## src/rtl/axil_rr_arbiter.sv

```systemverilog
// N-master to 1-slave AXI4-Lite arbiter: registered round-robin grant,
// one outstanding transaction, channels routed combinationally to the owner.
module axil_rr_arbiter #(
    parameter int NUM_M  = 2,
    parameter int ADDR_W = 32,
    parameter int DATA_W = 32,
    parameter int STRB_W = DATA_W / 8
) (
    input  logic                       clk,
    input  logic                       rst,
    input  logic [NUM_M-1:0]           m_awvalid,
    input  logic [NUM_M-1:0]           m_arvalid,
    input  logic [NUM_M-1:0]           m_wvalid,
    input  logic [NUM_M-1:0]           m_bready,
    input  logic [NUM_M-1:0]           m_rready,
    input  logic [NUM_M*ADDR_W-1:0]    m_awaddr,
    input  logic [NUM_M*ADDR_W-1:0]    m_araddr,
    input  logic [NUM_M*DATA_W-1:0]    m_wdata,
    input  logic [NUM_M*STRB_W-1:0]    m_wstrb,
    output logic [NUM_M-1:0]           m_awready,
    output logic [NUM_M-1:0]           m_arready,
    output logic [NUM_M-1:0]           m_wready,
    output logic [NUM_M-1:0]           m_bvalid,
    output logic [NUM_M-1:0]           m_rvalid,
    output logic [NUM_M*2-1:0]         m_bresp,
    output logic [NUM_M*2-1:0]         m_rresp,
    output logic [NUM_M*DATA_W-1:0]    m_rdata,
    output logic                       s_awvalid,
    output logic [ADDR_W-1:0]          s_awaddr,
    output logic                       s_wvalid,
    output logic [DATA_W-1:0]          s_wdata,
    output logic [STRB_W-1:0]          s_wstrb,
    output logic                       s_bready,
    output logic                       s_arvalid,
    output logic [ADDR_W-1:0]          s_araddr,
    output logic                       s_rready,
    input  logic                       s_awready,
    input  logic                       s_wready,
    input  logic                       s_bvalid,
    input  logic [1:0]                 s_bresp,
    input  logic                       s_arready,
    input  logic                       s_rvalid,
    input  logic [DATA_W-1:0]          s_rdata,
    input  logic [1:0]                 s_rresp
);

    localparam int IDX_W = (NUM_M > 1) ? $clog2(NUM_M) : 1;

    typedef enum logic [1:0] {IDLE, RD, WR} state_t;

    state_t           state, state_nxt;
    logic [IDX_W-1:0] grant, grant_nxt;
    logic [IDX_W-1:0] rr_ptr, rr_ptr_nxt;
    logic [IDX_W-1:0] grant_inc;
    logic             ar_done, ar_done_nxt;
    logic             aw_done, aw_done_nxt;
    logic             w_done, w_done_nxt;
    logic [IDX_W-1:0] winner;
    logic [IDX_W-1:0] scan_idx;
    logic             found;

    always_comb begin
        found    = 1'b0;
        winner   = '0;
        scan_idx = '0;
        for (int unsigned k = 0; k < NUM_M; k++) begin
            scan_idx = IDX_W'((32'(rr_ptr) + k) % NUM_M);
            if (!found && (m_arvalid[scan_idx] | m_awvalid[scan_idx])) begin
                found  = 1'b1;
                winner = scan_idx;
            end
        end
    end

    assign grant_inc = (grant == IDX_W'(NUM_M - 1)) ? '0 : grant + IDX_W'(1);

    always_ff @(posedge clk) begin
        if (rst) begin
            state   <= IDLE;
            grant   <= '0;
            rr_ptr  <= '0;
            ar_done <= 1'b0;
            aw_done <= 1'b0;
            w_done  <= 1'b0;
        end else begin
            state   <= state_nxt;
            grant   <= grant_nxt;
            rr_ptr  <= rr_ptr_nxt;
            ar_done <= ar_done_nxt;
            aw_done <= aw_done_nxt;
            w_done  <= w_done_nxt;
        end
    end

    always_comb begin
        m_awready   = '0;
        m_arready   = '0;
        m_wready    = '0;
        m_bvalid    = '0;
        m_rvalid    = '0;
        m_bresp     = '0;
        m_rresp     = '0;
        m_rdata     = '0;
        s_awvalid   = 1'b0;
        s_awaddr    = '0;
        s_wvalid    = 1'b0;
        s_wdata     = '0;
        s_wstrb     = '0;
        s_bready    = 1'b0;
        s_arvalid   = 1'b0;
        s_araddr    = '0;
        s_rready    = 1'b0;
        state_nxt   = state;
        grant_nxt   = grant;
        rr_ptr_nxt  = rr_ptr;
        ar_done_nxt = ar_done;
        aw_done_nxt = aw_done;
        w_done_nxt  = w_done;

        case (state)
            IDLE: begin
                ar_done_nxt = 1'b0;
                aw_done_nxt = 1'b0;
                w_done_nxt  = 1'b0;
                // a master with both AR and AW pending is served read-first
                if (found) begin
                    grant_nxt = winner;
                    state_nxt = m_arvalid[winner] ? RD : WR;
                end
            end
            RD: begin
                s_arvalid                         = m_arvalid[grant] & ~ar_done;
                s_araddr                          = m_araddr[grant*ADDR_W +: ADDR_W];
                m_arready[grant]                  = s_arready & ~ar_done;
                s_rready                          = m_rready[grant];
                m_rvalid[grant]                   = s_rvalid;
                m_rdata[grant*DATA_W +: DATA_W]   = s_rdata;
                m_rresp[grant*2 +: 2]             = s_rresp;
                if (s_arvalid & s_arready) ar_done_nxt = 1'b1;
                if (s_rvalid & m_rready[grant]) begin
                    state_nxt  = IDLE;
                    rr_ptr_nxt = grant_inc;
                end
            end
            WR: begin
                s_awvalid             = m_awvalid[grant] & ~aw_done;
                s_awaddr              = m_awaddr[grant*ADDR_W +: ADDR_W];
                m_awready[grant]      = s_awready & ~aw_done;
                s_wvalid              = m_wvalid[grant] & ~w_done;
                s_wdata               = m_wdata[grant*DATA_W +: DATA_W];
                s_wstrb               = m_wstrb[grant*STRB_W +: STRB_W];
                m_wready[grant]       = s_wready & ~w_done;
                s_bready              = m_bready[grant];
                m_bvalid[grant]       = s_bvalid;
                m_bresp[grant*2 +: 2] = s_bresp;
                if (s_awvalid & s_awready) aw_done_nxt = 1'b1;
                if (s_wvalid & s_wready)   w_done_nxt  = 1'b1;
                if (s_bvalid & m_bready[grant]) begin
                    state_nxt  = IDLE;
                    rr_ptr_nxt = grant_inc;
                end
            end
            default: state_nxt = IDLE;
        endcase
    end

endmodule

```

## config.mk

```make
export PLATFORM = sky130hd
export DESIGN_NAME = axil_rr_arbiter
export DESIGN_NICKNAME = d
export VERILOG_FILES = /design/src/rtl/axil_rr_arbiter.sv
export SDC_FILE = /design/constraint.sdc
export NUM_CORES = 1
export LEC_CHECK = 0
export CORE_AREA = 4 4 167 169
export DETAILED_ROUTE_END_ITERATION = 12
export DIE_AREA = 0 0 171 173
export PLACE_DENSITY = 0.55
export SLEW_MARGIN = 20
export SYNTH_ARGS = -nofsm -noshare
export SYNTH_HDL_FRONTEND = slang
export SYNTH_SLANG_ARGS = --single-unit
export TNS_END_PERCENT = 100
```

## constraint.sdc

```tcl
create_clock -name clk -period 1.7 [get_ports clk]
set_clock_uncertainty 0.2 [all_clocks]
set_input_delay 0.425 -clock clk [delete_from_list [all_inputs] [get_ports clk]]
set_output_delay 0.425 -clock clk [all_outputs]
set_load 0.1 [all_outputs]
```

---- Word level (Yosys, flattened, before mapping) ----
Index checks and enable logic that the tools add are counted.
storage, ports and cells
  bits in registers ....................... 7
  input port bits ......................... 253
  output and inout port bits .............. 187
operators by class
  $add $sub $neg .......................... 4
  $lt $le $gt $ge ......................... 5
  equal/unequal tests ..................... 8
  shift operators ......................... 9
  mux-type cells .......................... 58
  bitwise operators ....................... 24
  reduce and logical (&&, ||, !) cells .... 13
operator list
  operator                    number
  $shiftx A64 B7 Y32          3
  $mux W32                    3
  $shiftx A2 B34 Y4           2
  $and A64 B64 Y64            1
  $mux W64                    1
  $shift A32 B34 Y64 const A  1
  $shiftx A32 B34 Y64         1
  $mux W1                     36
  $neg A2 Y34                 1
  $neg A6 Y34                 1
  $shift A2 B34 Y4 const A    1
  $mux W2                     9
  $mux W4                     3
  $ne A2 B2 Y1 const B        6
  $and A1 B1 Y1               11
  $and A2 B2 Y2               5
  $and A4 B4 Y4               2
  $lt A1 B2 Y1 const B        4
  $pmux W1 S2                 4
  $reduce_and A2 Y1           4
  $shiftx A8 B4 Y4            1
  $pmux W2 S3                 1
  $reduce_and A3 Y1           2
  $reduce_bool A2 Y1          3
  10 further kinds            15

---- Depth between registers and ports, before layout ----
Gate-level depths: netlist (run 1).
  depth after elaboration ................. 12
  depth in mapped cells ................... 6
  gate-level depth less buffers ........... 4

---- Worst setup path before layout (run 1) ----
Ideal clock, no wire load.
  path kind ............................... register -> output
  start point ............................. register grant
  end point ............................... output m_arready[0]
  data arrival time ....................... 3.751 ns
  path slack .............................. -2.676 ns
  cell stages (with the launch flop) ...... 4
  buffers on the path ..................... 2
  path through ............................ dfxtp_1 -> buf_6 -> buf_2 -> nor4b_1
between the ends
  longest elaborated chain between the ends .. 6
ends and longest elaborated chain
  item                                                                line  source
  start, declared                                                     52    logic [IDX_W-1:0] grant, grant_nxt;
  start signal, assigned                                              87    grant <= grant_nxt;
  $lt A1 B2 Y1 (implied by the code) or $ge A1 B1 Y1 (tied branches)  134   m_arready[grant] = s_arready & ~ar_done;
  $logic_and A1 B1 Y1 (implied by the code)                           134
  $mux W1 (implied by the code)                                       134
  $demux W1 S1 *                                                      134
  $and A2 B2 Y2 (no source line) *                                    n/a
  $mux W2 *                                                           120   case (state)
  end, declared                                                       21    output logic [NUM_M-1:0] m_arready,
Mark *: on every way between the ends. The rest lies on a longest branch, timed or not.

---- Worst setup path in the final report (run 1) ----
  start point ............................. register state[0]
  end point ............................... output s_awaddr[11]
between the ends
  longest elaborated chain between the ends .. 2
ends and longest elaborated chain
  item                    line  source
  start, declared         51    state_t state, state_nxt;
  start signal, assigned  86    state <= state_nxt;
  $eq A2 B2 Y1            120
  $mux W32                120
  end, declared           29    output logic [ADDR_W-1:0] s_awaddr,
No other way between the ends.

==> results of run 1 <==
[area by class of cell]
class	instances	area (um^2)
fillers	2519	15700
repair buffers	504	7170
multi-input cells	231	3060
well taps	341	427
flip-flops and latches	7	151
clock buffers	4	78.8
inverters	2	7.51
[metrics by stage]
step	TNS [ns]	util	worst slack (ns)
after detailed placement	-45.67	0.391	-0.464
final	-82.85	0.410	-0.510
after global placement	-45.09	0.391	-0.463
after global routing	-92.77	0.410	-0.555
after floorplan	-52.95	-	-0.598
after CTS	-84.79	0.404	-0.509
[kinds of logic after synthesis]
logic type             Yosys count  share of synthesized area
buffers and inverters           37                      0.101
AND/OR/NAND/NOR                111                      0.332
AO/OA/AOI/OAI                  115                      0.472
multiplexers                     5                     0.0267
flip-flops                       7                     0.0679
[state kept, by name, indices dropped and copies added (netlist names)]
signal and cells:
state 2, ar_done 1, grant 1, rr_ptr 1, w_done 1, aw_done 1
[worst max-delay path by stage]
stage / to / slack, ns / cells after the start
after floorplan: m_awready[0] / -0.60 / 2
after global placement: m_bvalid[1] / -0.46 / 3
after detailed placement: m_bvalid[1] / -0.46 / 3
after CTS: s_awaddr[13] / -0.51 / 6
after global routing: s_wdata[3] / -0.55 / 5
final: s_awaddr[11] / -0.51 / 6
[worst max-delay path, delay by kind of cell, from the launching register on]
kind	cells	cell delay, ns
AOI/OAI and AO/OA	1	0.27
buffers and inverters	3	0.48
DFF	1	0.40
and+or+nand+nor	2	0.20
[layout by cell type, fill, tap and decap left out, types with 2 or more instances in the layout]
cell type,count
nor2_1,8
a22oi_1,3
nor4b_4,3
nor3b_4,2
buf_4,32
mux2i_4,2
buf_16,4
buf_6,6
dfxtp_4,3
and3_4,39
nor2_4,3
nand2b_4,2
dlygate4sd2_1,8
nor3_4,3
a21oi_1,3
a22o_4,100
clkdlybuf4s50_1,244
dfxtp_1,4
buf_12,203
and2_4,41
nand2_1,2
clkbuf_16,8
inv_1,2
o21ai_0,3
[timing repair]
| action | in CTS | in global routing |
|---|---|---|
| pin swaps | 6 | 21 |
| hold buffers | 0 | 0 |
| buffers inserted | 10 | 1 |
| gates cloned | 4 | 6 |
| endpoints found under the setup margin | 190 | 191 |
| resized for setup | 25 | 7 |
[layer usage]
metal	up-vias	routed length [um]	share of wire	track usage
li1	2034	-	-	-
met3	8	1560	0.076	0.0299
met4	0	143	0.0070	0.00990
met5	-	0	0	0
met2	198	11300	0.55	0.242
met1	1958	7590	0.37	0.142
[cell usage after synthesis (all sizes together)]
master,count
nor2b,2
a21o,1
mux2i,4
clkbuf,7
o21ai,4
a211oi,2
nor3,3
mux2,1
or2,1
and3,39
and2b,1
nor3b,2
nand3,1
nand2,3
a311oi,1
nor4b,3
o31a,1
nor4,1
nand2b,2
inv,2
dfxtp,7
a22oi,3
buf,28
a22o,100
and2,41
a21oi,3
nor2,11
and3b,1
[power groups by stage]
stage / Clock (mW) / Combinational [mW] / Sequential [mW]
after floorplan: 0 / 2.98 / 0.200
after global placement: 0 / 5.15 / 0.210
after detailed placement: 0 / 5.15 / 0.211
after CTS: 0.402 / 5.33 / 0.207
after global routing: 0.416 / 5.52 / 0.211
final: 0.393 / 5.36 / 0.207
==> qor.yml, run 1 <==
clock_power_share: 0.066
drt_iter0_drc: 78
core_area_um2: 26600
comb_power_share: 0.899
yosysTopAreaCellShare: 0.424
grt_usage: 0.125
numCtsBuffers: 3
syn-num-nets: 528
dieHeight_um: 173
path_class: "flip-flop to output pin"
slew_headroom: 0.768
p_per_area_nw_per_um2: 547
worstReg2RegEnd: "rr_ptr"
drive_above_1_share: 0.615
io-pin-count: 440
power.internal_mw: 2.87
grt_max_degree: 36
worstPathRequired_ns: 1.07
critical_path.startpoint: "state[0]"
instances_no_fill: 1089
antenna_left: 0
synthesis.area_um2: 2060
finalWirelength_mm: 20.5
seq_power_share: 0.035
syn_avg_cell_area_um2: 7.50
slowest_stage: "dfxtp_4"
power.leakage_nw: 4.54
hp-class: "flip-flop to flip-flop"
reg2regPathDepth: 7
drv_slew: 0
clk_pin_slew_worst_paths_ns: 0.04
cp_cell_sequence: "nand2b_4 -> nor2_4 -> buf_12 -> buf_12 -> a22o_4 -> buf_12"
worstSetupStartpointType: "flip-flop"
drc: 0
firstDrtPassIters: 4
synth_top_cell_by_area: "a22o_1"
syn_inst: 275
finalCritPeriodShare: 1.30
yosys-top-cells-area: "a22o_1 (42%), and2_1 (12%), and3_1 (12%)"
final_cell_area_um2: 10900
status: "finished with violations"
dpl.hpwl_mm: 17.5
place_congestion: 0.820
hold_violations: 0
clock_sinks: 7
grt_pass1_wl_mm: 29.0
cap_violations: 0
cts_root_buffer: "clkbuf_16"
rsz0062_at_grt: "true"
fin_ws_ns: -0.510
synth-seq-cells: 7
initial_core_util: 0.0776
dieArea_um2: 29600
io_buffers: 439
report.final.setup_viol: 188
p_switching_mw: 3.09
grt-ovfl-total: 0
cts_buffer_depth: 2
placed_area_um2: 10400
ys_seq_area_frac: 0.0679
reg2reg_setup_slack_ns: -0.09
synth_cell_types: 34
placed_cells: 1066
grt_pass1_vias: 4593
via_count: 4198
endpoint_kind: "output pin"
p_sw_frac: 0.518
nNetsFinal: 1002
min-delay-start: "state[1]"
die_w_um: 171
ctsHtreeMaxLevel: 1
routed_via_density: 3.85
antenna_found_initial: 0
rows: 60
cpPeakStageDelay_ns: 0.40
critical_path.max_fanout: 14
wl_per_cell_um: 18.9
arrival_ns: 1.59
synth_warnings: 0
fmax_mhz: 452
min_period_ns: 2.21
hold_ws_ns: 0.274
antenna_cells: 0
path_common_cell: "buf_12"
violations: "negative setup slack"
tritoncts: "built"
clk_latency_ns: 0.23
min_path_cells: 1
power_mw: 5.96
syn_to_final_growth_pct: 428
ir_worst_vdd_uv: 371
worst_slew_pin_slew_ns: 0.348
r2r-start: "grant"
min_to: "state[0]"
No activity file was read; power rests on OpenSTA's default activity.
==> inputs of run 2 (changes only) <==
--- a/config.mk
+++ b/config.mk
@@ -9,7 +9,8 @@
 export DETAILED_ROUTE_END_ITERATION = 12
 export DIE_AREA = 0 0 171 173
 export PLACE_DENSITY = 0.55
-export SLEW_MARGIN = 20
+export RECOVER_POWER = 25
+export SLEW_MARGIN = 40
 export SYNTH_ARGS = -nofsm -noshare
 export SYNTH_HDL_FRONTEND = slang
 export SYNTH_SLANG_ARGS = --single-unit
==> qor.yml, run 2 (synthesized netlist as in run 1, its figures left out) <==
slew_headroom: 0.768
via_count: 4197
path_class: "flip-flop to output pin"
min_to: "state[0]"
grt_pass1_vias: 4593
cap_violations: 0
r2r-start: "grant"
antenna_found_initial: 0
grt_pass1_wl_mm: 29.0
finalWirelength_mm: 20.5
slowest_stage: "dfxtp_4"
cp.buffers_inverters: 3
worstSetupStartpointType: "flip-flop"
path_common_cell: "buf_12"
drive_above_1_share: 0.615
cts_root_buffer: "clkbuf_16"
syn_to_final_growth_pct: 428
clock_sinks: 7
cp_cell_sequence: "nand2b_4 -> nor2_4 -> buf_12 -> buf_12 -> a22o_4 -> buf_12"
worst_slew_pin_slew_ns: 0.348
postCtsHoldBufs: 0
status: "finished with violations"
cpPeakStageDelay_ns: 0.40
fin_ws_ns: -0.513
final_cell_mix: "clkdlybuf4s50_1 (244), buf_12 (203), a22o_4 (100), and2_4 (41), and3_4 (39)"
firstDrtPassIters: 4
ir_worst_vdd_uv: 371
arrival_ns: 1.59
min-delay-start: "state[1]"
clk_pin_slew_worst_paths_ns: 0.04
min_path_cells: 1
drc: 0
initial_core_util: 0.0776
antenna_cells: 0
min_period_ns: 2.21
endpoint_kind: "output pin"
rows: 60
grt_usage: 0.125
path_delay_family: "buffers and inverters"
critical_path.max_fanout: 14
hold_violations: 0
reg2regPathDepth: 7
violations: "negative setup slack"
hold_ws_ns: 0.274
drt_iter0_drc: 78
drv_slew: 0
core_area_um2: 26600
fmax_mhz: 452
numCtsBuffers: 3
die_w_um: 171
clk_latency_ns: 0.23
cts_buffer_depth: 2
power.leakage_nw: 4.54
routed_via_density: 3.85
io-pin-count: 440
place_congestion: 0.820
worstReg2RegEnd: "rr_ptr"
finalCritPeriodShare: 1.30
ctsHtreeMaxLevel: 1
largest_reg_flops: 2
p_per_area_nw_per_um2: 547
top_register: "state"
tns_ns: -83.02
power_mw: 5.96
io_buffers: 439
layout_commonest_cell: "clkdlybuf4s50_1"
tritoncts: "built"
grt-ovfl-total: 0
antenna_left: 0
hp-class: "flip-flop to flip-flop"
report.final.setup_viol: 188
rsz0062_at_grt: "true"
dieArea_um2: 29600
grt_max_degree: 36
reg2reg_setup_slack_ns: -0.09
nNetsFinal: 1002
dpl.hpwl_mm: 17.5
dieHeight_um: 173
wl_per_cell_um: 18.9
worstPathRequired_ns: 1.07
[run 2: area by class of cell]
| cell class | count | area, um^2 |
|---|---|---|
| Inverter | 2 | 7.51 |
| Clock buffer | 4 | 78.8 |
| Fill cell | 2519 | 15700 |
| Multi-Input combinational cell | 231 | 3060 |
| Sequential cell | 7 | 151 |
| Tap cell | 341 | 427 |
| Timing Repair Buffer | 504 | 7170 |
[run 2: where the power goes]
| group | internal [mW] | switching [mW] |
|---|---|---|
| combinational | 2.38 | 2.98 |
| clock | 0.311 | 0.0820 |
| sequential | 0.178 | 0.0290 |
| total | 2.87 | 3.09 |
[run 2: per-stage QoR]
stage	worst slack (ns)	cell area, um^2	instances	utilization
2_1_floorplan	-0.598	3550	275	-
3_3_place_gp	-0.463	10400	1066	0.391
3_5_place_dp	-0.464	10400	1066	0.391
4_1_cts	-0.509	10700	1084	0.404
5_1_grt	-0.555	10900	1089	0.410
6_report	-0.513	10900	1089	0.410
[run 2: what timing repair did]
item,CTS,global route
pin swaps,6,21
gates resized for setup,25,7
endpoints found under the setup margin,190,191
setup buffers,10,1
hold endpoints to repair,0,0
gates cloned,4,6
[run 2: layer usage]
| layer | vias up | wire length (um) | global-route usage |
|---|---|---|---|
| met4 | 0 | 143 | 0.00990 |
| met5 | - | 0 | 0 |
| met2 | 198 | 11200 | 0.242 |
| met1 | 1957 | 7600 | 0.142 |
| li1 | 2034 | - | - |
| met3 | 8 | 1560 | 0.0299 |
[run 2: how the worst max path moves through the flow]
stage | start | end | slack [ns] | cells past startpoint
final | state[0] | s_awaddr[11] | -0.51 | 6
after global routing | state[1] | s_wdata[3] | -0.55 | 5
after CTS | state[0] | s_awaddr[13] | -0.51 | 6
after detailed placement | s_bvalid | m_bvalid[1] | -0.46 | 3
after global placement | s_bvalid | m_bvalid[1] | -0.46 | 3
after floorplan | state[0] | m_awready[0] | -0.60 | 2
==> inputs of run 3 (changes only) <==
--- a/config.mk
+++ b/config.mk
@@ -5,9 +5,11 @@
 export SDC_FILE = /design/constraint.sdc
 export NUM_CORES = 1
 export LEC_CHECK = 0
-export CORE_AREA = 4 4 167 169
+export ABC_AREA = 1
+export ABC_CLOCK_PERIOD_IN_PS = 1700
+export CORE_AREA = 4 4 171 173
 export DETAILED_ROUTE_END_ITERATION = 12
-export DIE_AREA = 0 0 171 173
+export DIE_AREA = 0 0 175 177
 export PLACE_DENSITY = 0.55
 export RECOVER_POWER = 25
 export SLEW_MARGIN = 40
==> qor.yml, run 3 <==
dieHeight_um: 177
synth_warnings: 0
finalWirelength_mm: 25.6
critical_path.max_fanout: 11
arrival_ns: 1.54
drive_above_1_share: 0.539
yosys-top-cells-area: "nand2_1 (36%), a21oi_1 (23%), nor2_1 (14%)"
routed_via_density: 3.92
via_count: 5583
hp-class: "flip-flop to flip-flop"
antenna_found_initial: 1
p_per_area_nw_per_um2: 820
clk_latency_ns: 0.24
grt-ovfl-total: 0
io_buffers: 439
initial_core_util: 0.0869
report.final.setup_viol: 189
synth_edf_count: 0
cts_root_buffer: "clkbuf_16"
firstDrtPassIters: 4
slew_headroom: 0.773
antenna_left: 0
synth-seq-cells: 7
async_flop_share: 0
seq_area_um2: 146
cap_violations: 0
wl_per_cell_um: 18.0
ys_top_cells_by_count: "nand2_1 (229), a21oi_1 (108), nor2_1 (87)"
clock_sinks: 7
syn_to_final_growth_pct: 429
numCtsBuffers: 3
synth_cell_types: 21
io-pin-count: 440
drv_slew: 0
grt_pass1_vias: 6059
endpoint_kind: "output pin"
top_register: "state"
multi_input_area_um2: 4010
ys_seq_area_frac: 0.0584
grt_usage: 0.145
grt_max_degree: 42
tns_ns: -79.28
power.leakage_nw: 4.83
postCtsHoldBufs: 0
worst_slew_pin_slew_ns: 0.339
hold_violations: 0
drc: 0
layout_commonest_cell: "clkdlybuf4s50_1"
place_congestion: 0.806
worstSetupStartpointType: "flip-flop"
nNetsFinal: 1298
min_period_ns: 2.17
finalCritPeriodShare: 1.27
tritoncts: "built"
power_mw: 10.4
final_cell_mix: "clkdlybuf4s50_1 (249), buf_12 (211), nand2_1 (158), a21oi_4 (102), nor2_4 (86)"
synthesis.area_um2: 2400
yosysMostFrequentCell: "nand2_1"
path_class: "flip-flop to output pin"
largest_reg_flops: 2
rows: 61
status: "finished with violations"
core_area_um2: 27600
violations: "negative setup slack"
yosysTopAreaCellShare: 0.358
n_fill_cell: 2576
dpl.hpwl_mm: 20.0
grt_pass1_wl_mm: 35.3
fin_ws_ns: -0.467
ctsHtreeMaxLevel: 1
cts_buffer_depth: 2
place_ws_ns: -0.438
fmax_mhz: 461
clk_pin_slew_worst_paths_ns: 0.04
rsz0062_at_grt: "true"
syn-num-nets: 799
synth_top_cell_by_area: "nand2_1"
syn_avg_cell_area_um2: 4.40
die_w_um: 175
worstPathRequired_ns: 1.07
dieArea_um2: 31000
drt_iter0_drc: 108
syn_inst: 546
ys.flop_type: "dfxtp_1"
ir_worst_vdd_uv: 490
-- run 3: cell types whose count changed in the layout (fill, tap and decap cells not counted), sizes merged, moves of 4 or more --
cell,previous run,this run
clkdlybuf4s50,244,249
nand3,1,10
mux2i,4,0
nor2,11,89
clkbuf,9,15
inv,2,55
dlygate4sd2,8,1
a22o,100,0
and2,41,0
nand2,3,231
buf,246,269
a21oi,3,109
and3,39,0
-- run 3: report_power, final --
part | switching, mW | total, mW | internal (mW)
combinational | 5.98 | 9.76 | 3.78
clock | 0.103 | 0.416 | 0.313
sequential | 0.0335 | 0.227 | 0.193
-- run 3: cells by family (layout without fill, tap and decap cells) --
logic type	count (synthesis)	in the layout	synth area share
buffers and inverters	94	592	0.166
DFF	7	7	0.0584
and+or+nand+nor	334	334	0.541
other	0	1	0
AOI/OAI and AO/OA	111	111	0.235
-- run 3: path summary, 6_finish.rpt --
check	start	endpoint	slack, ns	depth (start not counted)
setup reg to reg	grant	rr_ptr	0.04	10
hold reg to reg	aw_done	aw_done	0.31	2
setup / recovery	state[1]	s_wstrb[3]	-0.47	7
hold / removal	aw_done	aw_done	0.31	2
-- run 3: worst max-delay path, cell delays in order, from the launching register on --
cell and delay, ns:
dfxtp_2 0.35, inv_2 0.05, nor2_4 0.14, buf_6 0.16, inv_16 0.06, clkbuf_16 0.19
a21oi_4 0.14, buf_12 0.19
-- run 3: per-layer routing --
| metal | part of all wire | global-route usage |
|---|---|---|
| met1 | 0.34 | 0.151 |
| met2 | 0.54 | 0.276 |
| met3 | 0.10 | 0.0596 |
| met5 | 0 | 0 |
| met4 | 0.016 | 0.0275 |
-- run 3: repair_timing --
action	4_1_cts	5_1_grt
endpoints found under the setup margin	188	190
pin swaps	28	30
setup buffers	8	10
cloned	5	13
gates resized for setup	91	90
-- run 3: per-stage QoR --
step	hold slack (ns)	instances	area, um^2	util
4_1_cts	0.315	1404	12000	0.434
2_1_floorplan	0.284	546	4320	-
6_report	0.312	1423	12700	0.459
3_5_place_dp	0.310	1387	11300	0.410
5_1_grt	0.349	1423	12700	0.459
3_3_place_gp	0.303	1387	11300	0.410
-- run 3: area by class of cell --
cell class / count / area share
flip-flops and latches: 7 / 0.0115
clock buffers: 4 / 0.00621
repair buffers: 532 / 0.610
inverters: 55 / 0.0185
diodes: 1 / 0.000197
multi-input cells: 445 / 0.316
well taps: 378 / 0.0373
repair inverters: 1 / 0.000887
